## src/rtl/frame_gather_pkg.sv

```systemverilog
// Shared types and sizing for the frame_gather de-interleaving ping-pong buffer.
// A batch arrives as BEATS beats of LANES words and leaves one sample at a time.
package frame_gather_pkg;

    localparam int unsigned WORDSIZE   = 16;
    localparam int unsigned NUMSAMPLES = 32;
    localparam int unsigned LANES      = 4;
    localparam int unsigned BEATS      = NUMSAMPLES / LANES;
    localparam int unsigned IDX_W      = $clog2(NUMSAMPLES);
    localparam int unsigned BEAT_W     = $clog2(BEATS);

    typedef logic [WORDSIZE-1:0] sample_t;
    typedef logic [IDX_W-1:0]    idx_t;
    typedef logic [BEAT_W-1:0]   beat_t;
    typedef logic                bank_sel_t;

    // Beat k carries samples k, k+BEATS, k+2*BEATS, k+3*BEATS on lanes 0..3.
    function automatic idx_t lane_idx(input beat_t beat, input int unsigned lane);
        return idx_t'(lane * BEATS) + idx_t'(beat);
    endfunction

endpackage

```

## src/rtl/frame_gather_sample_bank.sv

```systemverilog
// One NUMSAMPLES-deep sample bank: strided 4-word write per beat, combinational read.
// Contents are intentionally not reset; the owner's full flag says when they are meaningful.
module frame_gather_sample_bank
    import frame_gather_pkg::*;
(
    input  logic                   clk,
    input  logic                   wr_en,
    input  beat_t                  wr_beat,
    input  sample_t [LANES-1:0]    wr_data,
    input  idx_t                   rd_idx,
    output sample_t                rd_data
);

    sample_t mem_q [NUMSAMPLES];
    sample_t mem_d [NUMSAMPLES];

    always_comb begin
        mem_d = mem_q;
        if (wr_en) begin
            for (int unsigned j = 0; j < LANES; j++) begin
                mem_d[lane_idx(wr_beat, j)] = wr_data[j];
            end
        end
    end

    always_ff @(posedge clk) begin
        mem_q <= mem_d;
    end

    assign rd_data = mem_q[rd_idx];

endmodule

```

## src/rtl/frame_gather.sv

```systemverilog
// Collects 4-word beats into natural sample order in two ping-pong banks and
// streams each completed batch out one sample per cycle with valid/ready.
module frame_gather
    import frame_gather_pkg::*;
(
    input  logic                clk,
    input  logic                rst_n,
    input  logic                in_valid,
    output logic                in_ready,
    input  logic [WORDSIZE-1:0] in_data0,
    input  logic [WORDSIZE-1:0] in_data1,
    input  logic [WORDSIZE-1:0] in_data2,
    input  logic [WORDSIZE-1:0] in_data3,
    output logic                out_valid,
    input  logic                out_ready,
    output logic [WORDSIZE-1:0] out_data,
    output logic                out_last,
    output logic                error
);

    logic [1:0] full_q, full_d;
    bank_sel_t  wr_bank_q, wr_bank_d;
    bank_sel_t  rd_bank_q, rd_bank_d;
    beat_t      wr_beat_q, wr_beat_d;
    idx_t       rd_idx_q, rd_idx_d;
    logic       error_q, error_d;

    logic       accept;
    logic       drain;
    logic       fill_done;
    logic       drain_done;
    logic [1:0] bank_we;

    sample_t [LANES-1:0] lane_data;
    sample_t             bank_rd [2];

    assign lane_data = {in_data3, in_data2, in_data1, in_data0};

    for (genvar g = 0; g < 2; g++) begin : g_bank
        frame_gather_sample_bank u_bank (
            .clk     (clk),
            .wr_en   (bank_we[g]),
            .wr_beat (wr_beat_q),
            .wr_data (lane_data),
            .rd_idx  (rd_idx_q),
            .rd_data (bank_rd[g])
        );
    end

    always_comb begin
        in_ready   = !full_q[wr_bank_q];
        out_valid  = full_q[rd_bank_q];
        accept     = in_valid && in_ready;
        drain      = out_valid && out_ready;
        fill_done  = accept && (wr_beat_q == beat_t'(BEATS - 1));
        drain_done = drain && (rd_idx_q == idx_t'(NUMSAMPLES - 1));
        out_data   = out_valid ? bank_rd[rd_bank_q] : '0;
        out_last   = out_valid && (rd_idx_q == idx_t'(NUMSAMPLES - 1));
        error      = error_q;

        bank_we            = '0;
        bank_we[wr_bank_q] = accept;
    end

    // Fill and drain always target different banks, so both flag updates can land together.
    always_comb begin
        full_d    = full_q;
        wr_bank_d = wr_bank_q;
        rd_bank_d = rd_bank_q;
        wr_beat_d = wr_beat_q;
        rd_idx_d  = rd_idx_q;
        error_d   = error_q;

        if (accept) begin
            if (fill_done) begin
                wr_beat_d         = '0;
                full_d[wr_bank_q] = 1'b1;
                wr_bank_d         = !wr_bank_q;
            end else begin
                wr_beat_d = wr_beat_q + 1'b1;
            end
        end

        if (drain) begin
            if (drain_done) begin
                rd_idx_d          = '0;
                full_d[rd_bank_q] = 1'b0;
                rd_bank_d         = !rd_bank_q;
            end else begin
                rd_idx_d = rd_idx_q + 1'b1;
            end
        end

        if (in_valid && !in_ready) begin
            error_d = 1'b1;
        end
    end

    always_ff @(posedge clk or negedge rst_n) begin
        if (!rst_n) begin
            full_q    <= '0;
            wr_bank_q <= 1'b0;
            rd_bank_q <= 1'b0;
            wr_beat_q <= '0;
            rd_idx_q  <= '0;
            error_q   <= 1'b0;
        end else begin
            full_q    <= full_d;
            wr_bank_q <= wr_bank_d;
            rd_bank_q <= rd_bank_d;
            wr_beat_q <= wr_beat_d;
            rd_idx_q  <= rd_idx_d;
            error_q   <= error_d;
        end
    end

endmodule

```

## config.mk

```make
export PLATFORM = sky130hd
export DESIGN_NAME = frame_gather
export DESIGN_NICKNAME = d
export VERILOG_FILES = /design/src/rtl/frame_gather_pkg.sv /design/src/rtl/frame_gather_sample_bank.sv /design/src/rtl/frame_gather.sv
export SDC_FILE = /design/constraint.sdc
export NUM_CORES = 1
export LEC_CHECK = 0
export CELL_PAD_IN_SITES_DETAIL_PLACEMENT = 0
export CELL_PAD_IN_SITES_GLOBAL_PLACEMENT = 1
export CORE_ASPECT_RATIO = 0.8
export CORE_MARGIN = 4
export CORE_UTILIZATION = 47
export DETAILED_ROUTE_END_ITERATION = 7
export PLACE_DENSITY_LB_ADDON = 0.15
export SLEW_MARGIN = 40
export SYNTH_ARGS = -nofsm -noshare
export SYNTH_HDL_FRONTEND = slang
export SYNTH_SLANG_ARGS = --single-unit
```

## constraint.sdc

```tcl
create_clock -name clk -period 7.8 [get_ports clk]
set_input_delay 1.56 -clock clk [delete_from_list [all_inputs] [get_ports clk]]
set_output_delay 1.56 -clock clk [all_outputs]
set_load 0.01 [all_outputs]
```

==> summary.txt, run 1 <==
Setup path
  – CP cell instances: buf_4, mux4_2, mux2_2, o22ai_1, o41ai_1, clkdlybuf4s50_1
  – WP data arrival: ~4200 ps
  – CP Launch Type: flip-flop
  – Crit Path Class: flip-flop to output port
  – WP buf/inv: 2
  – Req. time, crit path: approximately 6200 ps
  – Slowest cell on the critical path: dfrtp_4
  – Max incr delay on CP: slightly below 800 ps
  – CP top delay family: buffers and inverters
  – Worst setup EP type: output port
  – Worst-path fanout max: between 40 and 50

Yosys
  – Synth top area share: between 70% and 80%
  – Post-synth top area cell: edfxtp_1
  – Synth area leaders: edfxtp_1 76%, mux4_2 13%, and2_1 2.0%
  – Yosys cell types: 46
  – Ys async rst share: 1.25%
  – Mapped cell area: 40600 um2
  – Syn Inst Count: ~1800
  – Seq/Total Area, Yosys: around 77%
  – Syn avg cell area: 22.0 um2
  – Prevailing post-synth register cell: edfxtp_1
  – Yosys Warn Count: 0
  – Post-synth EDFFs: 1024
  – Commonest cells in the netlist: 1024 x edfxtp_1, 237 x mux4_2, 130 x and2_1
  – #FFs+latches synth: slightly above 1000
  – Most common cell in the synthesized netlist: edfxtp_1
  – Syn Nets: between 1500 and 2000

Timing
  – Final Cycle Share: about three quarters
  – Final Hold Fails: 0
  – RSZ-0062 raised after global routing: no
  – Slew headroom: a little over two fifths
  – Measured slew at the worst slew-check pin: roughly 870 ps
  – Fin crit period: 5730 ps
  – Fmax: approximately 170 MHz
  – Clock skew: 21.7 ps
  – Final Setup Violations: 0
  – Post-route setup TNS: 0 ps
  – Slew Limit Fails: 0

Clock network
  – H-tree depth: 3
  – Post-CTS Hold Buffers: 0
  – Sink Count: between 1000 and 1500
  – Post-CTS Setup Inserts: 0
  – Worst-path clk slew: 60 ps
  – Worst-Skew Late Latency: between 600 and 700 ps
  – Clock Tree Root: clkbuf_16
  – CTS buffer count: 101
  – Clock Tree Buf Depth: 3
  – CTS tree: built
  – Resized cells post-CTS: 0

Power and ir drop
  – Power Total: roughly 0.016 W
  – Leakage: 14.6 nW
  – PwrDens: about 350 nW/um2
  – Max IR drop VDD: about 0.25 mV

Finish
  – Final Cell Area: approximately 46000 um2
  – Fin util: 54.3%
  – Final std cells w/o fill: 3205
  – Layout area overhead: 14.5%
  – Share of layout cells above drive strength 1: 24.4%
  – Layout net count: roughly 2100

Die
  – Die Width: between 300 and 400 um
  – Rows: 96
  – Die Area: a little over 90000 um2
  – Core area: 85600 um2
  – Starting Density: between 40% and 50%
  – I/O pin cnt: 88
  – Die Height: between 200 and 300 um

Place
  – Routability cong.: 0.760
  – Cell Area, Placed: between 40000 and 50000 um2
  – Dpl hpwl: about 57 mm
  – Dpl cells: 3014
  – Number of port buffers: 87

Outcome
  – Status: finished clean

Global routing
  – First-pass GRT wire length: 149 mm
  – GRT Residual Overflow: 0
  – Tot GR Track Use: between 20% and 30%
  – Largest net degree at the start of global routing: 75
  – Initial antenna violation count: 6
  – Vias in the first global route: ~20000

Drt
  – Routed vias: roughly 20000
  – DRC violations left: 0
  – DRT antenna net count: 0
  – Detailed Route WL: approximately 100 mm
  – Vias per cell: approximately 6.1
  – Detailed Routing Iterations Pass 1: 5
  – Wirelength per Cell: around 33 um
  – Initial drt markers: 2025

Job
  – Max-Cap Viols: 0

Hold path
  – Hold Path Class: flip-flop to flip-flop
## path summary, 6_finish.rpt
kind	start	endpoint	slack [ps]	cells after the start
max in group asynchronous	rst_n	rd_idx_q[2]	6670	1
setup / recovery	rd_idx_q[1]	out_data[7]	2070	6
hold / removal	error	error	490	1
setup reg to reg	wr_beat_q[0]	g_bank[1].u_bank.mem_q[353]	4520	5
hold reg to reg	error	error	490	1
min in group asynchronous	rst_n	wr_beat_q[2]	810	1
## through the flow
step | setup slack, ps | hold WS (ps)
2_1_floorplan | 778 | 513
3_3_place_gp | 2320 | 466
3_5_place_dp | 2690 | 473
4_1_cts | 1960 | 487
5_1_grt | 1870 | 514
6_report | 2070 | 485
## state kept, by name (all words and copies together), names as in the netlist
name,count
error,1
wr_beat_q,3
rd_idx_q,5
g_bank.u_bank.mem_q,1024
rd_bank_q,1
wr_bank_q,1
full_q,2
## power by group
| part | total [W] | switching, W | internal [W] |
|---|---|---|---|
| registers | 0.00683 | 0.000197 | 0.00663 |
| clock network | 0.00490 | 0.00206 | 0.00284 |
| logic | 0.00447 | 0.00249 | 0.00198 |
| total | 0.0162 | 0.00475 | 0.0115 |
## cell type report
| cell class | count | area (um2) |
|---|---|---|
| Antenna cell | 2 | 5.00 |
| Fill cell | 6474 | 39200 |
| Multi-Input combinational cell | 700 | 9080 |
| Sequential cell | 1037 | 31100 |
| Timing Repair Buffer | 150 | 1550 |
| Clock inverter | 71 | 749 |
| Clock buffer | 117 | 2590 |
| Tap cell | 1127 | 1410 |
| Inverter | 1 | 3.75 |
## cell usage in the layout, fill, tap and decap left out, types with 5 or more instances in the layout
cell and n:
clkdlybuf4s50_1 86, a211oi_1 11, bufinv_16 14, nor3_1 5, nor2b_4 10, nor4_1 7
mux2i_1 52, and2_1 130, clkinv_2 16, mux4_1 19, o21ai_0 8, clkinv_1 29
clkinvlp_4 5, clkbuf_16 101, nand3_1 9, mux4_2 237, edfxtp_1 1024, mux2_2 24
nand3b_1 6, o22ai_1 60, clkbuf_1 16, dfrtp_1 8, buf_4 46, buf_12 14
nand2_1 25, a21oi_1 26, a31o_1 5
## logic make-up (layout without fill, tap and decap cells)
logic type / Yosys count / in the layout / share of synthesized area, %
xor+xnor: 3 / 3 / 0.0648
buf+inv: 104 / 339 / 1.49
fa+ha+maj: 4 / 4 / 0.123
mux: 332 / 332 / 16.3
compound gates: 129 / 129 / 2.04
other cells: 0 / 2 / 0
flops: 1037 / 1037 / 76.6
simple gates: 232 / 232 / 3.38
## routing by layer
| metal | vias to the layer above | routed length (um) | global-route usage, % |
|---|---|---|---|
| li1 | 8068 | - | - |
| met1 | 10600 | 44700 | 34.6 |
| met2 | 800 | 47900 | 34.7 |
| met3 | 155 | 9020 | 5.58 |
| met4 | 2 | 2590 | 6.09 |
| met5 | - | 13 | 0 |
(Power assumes the default switching activity.)
==> run 2, diff against run 1 <==
==> constraint.sdc (replaced) <==
create_clock -name clk -period 4.6 [get_ports clk]
set_input_delay 0.92 -clock clk [delete_from_list [all_inputs] [get_ports clk]]
set_output_delay 0.92 -clock clk [all_outputs]
set_load 0.01 [all_outputs]
==> run 2 against run 1 <==
  * Largest cell class unchanged
  * Sequential share of layout area fell by 0.85 points
  * Clock-buffer cell count increased by 5
  * Utilization is 0.70 points higher
==> summary.txt, run 2 (synthesis gave the netlist of run 1 again) <==
Outcome
  – Status: finished clean (unchanged)

Clock network
  – Clock Tree Buf Depth: 3 (unchanged)
  – Worst-path clk slew: 60 ps (about the same)
  – Sink Count: 1037 (unchanged)
  – H-tree depth: 3 (unchanged)
  – Post-CTS Hold Buffers: 0 (unchanged)
  – CTS tree: built (unchanged)
  – CTS buffer count: 102 (was 101)
  – Worst-Skew Late Latency: 660 ps (about the same)
  – Clock Tree Root: clkbuf_16 (unchanged)

Timing
  – Final Hold Fails: 0 (unchanged)
  – Final Cycle Share: roughly 98%
  – Slew headroom: 51.1% (was 41.8%)
  – Measured slew at the worst slew-check pin: 734 ps (was 870 ps)
  – Fmax: between 200 and 250 MHz
  – Clock skew: 15.7 ps (was 21.7 ps)
  – Slew Limit Fails: 0 (unchanged)
  – Fin crit period: 4500 ps
  – Final Setup Violations: 0 (unchanged)
  – Post-route setup TNS: 0 ps (unchanged)

Drt
  – DRC violations left: 0 (unchanged)
  – Detailed Route WL: 106 mm (was 104 mm)
  – Wirelength per Cell: 32.5 um (about the same)
  – DRT antenna net count: 0 (unchanged)
  – Detailed Routing Iterations Pass 1: 5 (unchanged)
  – Routed vias: 19800 (was 19600)
  – Vias per cell: 6.08 (was 6.12)
  – Initial drt markers: 2682 (was 2025)

Global routing
  – Tot GR Track Use: 23.6% (was 23.2%)
  – Largest net degree at the start of global routing: 65 (was 75)
  – Vias in the first global route: 20500 (was 20400)
  – GRT Residual Overflow: 0 (unchanged)
  – First-pass GRT wire length: 151 mm (was 149 mm)
  – Initial antenna violation count: 9 (was 6)

Setup path
  – CP top delay family: buffers and inverters (unchanged)
  – WP data arrival: 3580 ps (was 4170 ps)
  – Worst-path fanout max: 13 (was 49)
  – Worst setup EP type: output port (unchanged)
  – Slowest cell on the critical path: clkdlybuf4s50_1 (was dfrtp_4)
  – Crit Path Class: flip-flop to output port (unchanged)
  – WP buf/inv: 4 (was 2)
  – CP most frequent cell: buf_12
  – Max incr delay on CP: 640 ps (was 790 ps)
  – Req. time, crit path: 3680 ps (was 6240 ps)
  – CP cell instances: buf_12, buf_12, buf_12, mux4_2, mux2_2, o22ai_1, o41ai_1, clkdlybuf4s50_1 (was buf_4, mux4_2, mux2_2, o22ai_1, o41ai_1, clkdlybuf4s50_1)
  – CP Launch Type: flip-flop (unchanged)

Place
  – Dpl hpwl: 58.9 mm (was 57.2 mm)
  – Cell Area, Placed: 43700 um2 (was 43100 um2)
  – Routability cong.: 0.763 (was 0.760)
  – Number of port buffers: 87 (unchanged)

Finish
  – Biggest register: g_bank.u_bank.mem_q (unchanged)
  – Layout net count: 2117 (was 2063)
  – Most frequent cells in the layout: 1024 x edfxtp_1, 237 x mux4_2, 130 x and2_1 (unchanged)
  – Biggest regs: g_bank.u_bank.mem_q: 1024 flops, rd_idx_q: 5 flops, wr_beat_q: 3 flops (unchanged)
  – Final Cell Area: 47100 um2 (was 46500 um2)
  – Commonest non-fill, non-tap cell in the layout: edfxtp_1 (unchanged)
  – Layout area overhead: 16.0% (was 14.5%)
  – Number of flip-flops in the largest register: 1024 (unchanged)
  – Share of layout cells above drive strength 1: 26.5% (was 24.4%)

Die
  – Rows: 96 (unchanged)
  – I/O pin cnt: 88 (unchanged)
  – Core area: 85600 um2 (unchanged)
  – Die Width: 337 um (unchanged)
  – Die Area: 91100 um2 (unchanged)
  – Die Height: 271 um (unchanged)
  – Starting Density: 47.4% (unchanged)

Job
  – Max-Cap Viols: 0 (unchanged)

Power and ir drop
  – PwrDens: 590 nW/um2 (was 349 nW/um2)
  – Leakage: 14.9 nW (was 14.6 nW)
  – Max IR drop VDD: 0.349 mV (was 0.255 mV)

Hold path
  – Hold Path Class: input pin to asynchronous set/reset pin (was flip-flop to flip-flop)
-- run 2: worst reg2reg max path: cells and delay by family, from the launching register on --
family / cells / cell delay (ps)
flip-flops: 1 / 750
AND/OR/NAND/NOR: 2 / 540
buffers and inverters: 2 / 880
-- run 2: final timing paths --
path	from	endpoint	slack [ps]	depth (start not counted)
worst min-delay path	rst_n	full_q[1]	210	1
worst max register to register	wr_beat_q[0]	g_bank[1].u_bank.mem_q[234]	2000	4
worst max-delay path	rd_idx_q[0]	out_data[2]	100	8
min in group clk	error	error	480	1
max in group asynchronous	rst_n	rd_idx_q[2]	4060	1
worst min register to register	error	error	480	1
-- run 2: layout make-up --
| cell class | instances | area [um2] |
|---|---|---|
| diodes | 5 | 12.5 |
| multi-input cells | 700 | 9090 |
| fillers | 6393 | 38600 |
| well taps | 1127 | 1410 |
| repair buffers | 203 | 2240 |
| clock buffers | 122 | 2670 |
| inverters | 1 | 3.75 |
| clock inverters | 60 | 548 |
| flip-flops and latches | 1037 | 31100 |
-- run 2: power breakdown --
group	switching [W]	leakage, nW	internal [W]
logic	0.00438	3.87	0.00377
clock network	0.00344	1.57	0.00463
registers	0.000299	9.45	0.0112
-- run 2: layer usage --
metal | up-vias | routed length (um) | GRT usage, %
met5 | - | 9 | 0
met4 | 2 | 1710 | 4.20
met3 | 118 | 9460 | 5.58
met2 | 831 | 49000 | 35.6
met1 | 10700 | 45500 | 35.9
li1 | 8192 | - | -
-- run 2: what timing repair did --
item                                    in CTS  in global routing
setup buffers                                2                  2
gates resized for setup                      3                  4
pin swaps                                    1                  0
gates cloned                                 0                  0
endpoints found under the setup margin      13                 11
-- run 2: through the flow --
step	power [W]	hold slack [ps]	util (%)	std cells	setup slack [ps]
floorplan	0.0167	513	-	1841	-562
global placement	0.0198	470	51.1	3064	536
detailed placement	0.0198	470	51.1	3064	552
CTS	0.0280	488	54.9	3248	1.25
global route	0.0289	186	54.9	3250	-3.50
finish	0.0278	205	55.0	3255	96.7
==> edit: new RTL, flow settings as in run 1 <==
Register the output `error`, cleared by the reset; this adds one clock of latency there. The other outputs are not delayed to match.
--- a/src/rtl/frame_gather.sv
+++ b/src/rtl/frame_gather.sv
@@ -19,2 +19,4 @@
 );
+
+    logic error_c;
 
@@ -58,3 +60,3 @@
         out_last   = out_valid && (rd_idx_q == idx_t'(NUMSAMPLES - 1));
-        error      = error_q;
+        error_c    = error_q;
 
@@ -116,2 +118,10 @@
 
+    always_ff @(posedge clk or negedge rst_n) begin
+        if (!rst_n) begin
+            error <= '0;
+        end else begin
+            error <= error_c;
+        end
+    end
+
 endmodule
Check against the original RTL: not settled (the Yosys comparison gave no result); the edit may change what the design does.
==> edit against run 1 <==
Total power down 0.17%. Critical path type unchanged. Register-to-register slack worse by 0.35 ns. Combinational power down 1%. Cell area increased by 0.44%. Routed wire length is 0.75% higher. Largest power group unchanged. Non-clock buffer count is 3 higher. Sequential share of layout area is 0.24 points lower. Via count increased by 0.27%. Sequential cell count rose by 1. Largest cell class unchanged. Global-route usage is 0.18 points higher. Worst setup slack got worse by 0.23 ns. Area after synthesis about the same.
==> edit: results (changes against run 1) <==
Parameter                              Value

Status
  Run status ... complete, no violations

Global routing
  Overall Global Routing Usage ... 23.3% (+0.18 points)
  Pin count of the biggest net entering global routing ... 89 (+19%)
  GR met1 Demand/Resource ... 34.7% (+0.096 points)
  Global routing usage on met2 ... 36.0% (+1.3 points)
  Number of antenna violations at the first check in global routing ... 8 (+2)
  GR met3 Demand/Resource ... 4.96% (-0.62 points)
  Number of global-route vias before repair ... 20300 (-0.11%)
  Wire length of the first global-routing pass ... 150000 um (+0.78%)

Placement
  HPWL after DPL ... 59300 um (+3.6%)
  RePlAce Congestion ... 0.780 (+2.6%)
  Post-Place Cells ... 3018 (+0.13%)
  Cell area after placement ... 0.0433 mm^2 (+0.49%)
  Worst setup slack before clock tree synthesis ... 2.39 ns (-0.299 ns)

Route
  Starting DRC count in detailed routing ... 2180 (+7.7%)
  DRT Wirelength ... 105000 um (+0.75%)
  Detailed-routing wirelength on met1 ... 45400 um (+1.4%)
  Router iterations before antenna repair ... 5 (unchanged)
  Via/cell ratio ... 6.12 (about the same)
  Max Used Layer ... met5
  Met3 routed wirelength ... 8340 um (-7.5%)
  Met2 wire length ... 49200 um (+2.8%)

Min path
  Worst Hold Path EP ... error
  Worst hold path class ... reg2reg
  Worst Hold Launch ... error_c
  Instance count along the most critical hold path ... 0 (-1)

Logic synthesis
  Post-synthesis adder-cell area fraction ... 0.123% (about the same)
  Xor and xnor fraction of the mapped netlist area ... 0.0647% (about the same)
  Synth Net Count ... 1914 (+0.052%)
  Synthesis Warnings ... 0 (unchanged)
  Compound-gate portion of the synthesized area ... 2.03% (about the same)
  Share of synthesized area spent on multiplexers ... 16.3% (about the same)
  Post-synthesis average cell area ... 22.0 um^2 (about the same)
  Ranking of synthesized cells by area ... edfxtp_1 (76%), mux4_2 (13%), and2_1 (2.0%)
  Async SR Flop Fraction ... 1.35% (+0.095 points)
  Post-synth EDFFs ... 1024 (unchanged)
  Commonest cells in the synthesized netlist ... edfxtp_1 (1024), mux4_2 (237), and2_1 (130)
  Share of the yosys chip area belonging to registers ... 76.6% (about the same)

Worst setup path
  Critical path's largest stage delay ... 0.83 ns (+0.04 ns)
  Slack of the worst reg-to-reg path ... 4.17 ns (-0.35 ns)
  Critical Path Fanout Max ... 29 (-41%)
  Worst R2R End ... g_bank[0].u_bank.mem_q[301]
  Reg-to-reg startpoint ... wr_beat_q[0]
  Data arrival time of the critical path ... 4.40 ns (+0.23 ns)

Power and ir drop
  Leak Pwr ... 14.7 nW (+0.50%)
  Highest ir drop seen on vdd ... 0.219 mV (-14%)

STA
  Worst hold margin ... 0.406 ns (-0.0790 ns)
  Clock Skews ... 0.0173 ns (-0.00447 ns)
  Slew headroom ... 44.4% (+2.6 points)

Final layout
  Layout Nets ... 2069 (+0.29%)
  Final std cells w/o fill ... 3213 (+0.25%)
  Ratio of cells with drive above 1 in the final layout ... 24.8% (+0.40 points)

Clock network
  Reg clk slew, reported paths ... 0.06 ns (about the same)
  Skew-Pair Late Insertion Delay ... 0.68 ns (+0.02 ns)
  TritonCTS Buffers ... 103 (+2.0%)
## edit: worst max-delay path by stage
stage	startpoint	to	slack, ns	cells past startpoint
detailed placement	rd_idx_q[0]	out_data[14]	2.39	8
global placement	rd_idx_q[1]	out_data[7]	2.25	6
CTS	rd_idx_q[0]	out_data[14]	1.66	8
finish	rd_idx_q[0]	out_data[14]	1.84	8
floorplan	in_valid	g_bank[0].u_bank.mem_q[144]	0.78	4
global route	rd_idx_q[0]	out_data[14]	1.60	8
## edit: final cells by class
cell class,instances,area (um^2)
Clock buffer,128,2700
Tap cell,1127,1410
Timing Repair Buffer,153,1730
Clock inverter,63,616
Multi-Input combinational cell,700,9090
Sequential cell,1038,31100
Antenna cell,3,7.51
Fill cell,6519,39100
Inverter,1,3.75
## edit: power breakdown
part / leakage, nW / switching [mW] / internal (mW)
Combinational: 3.60 / 2.43 / 1.99
Clock: 1.61 / 2.09 / 2.80
Sequential: 9.46 / 0.243 / 6.63
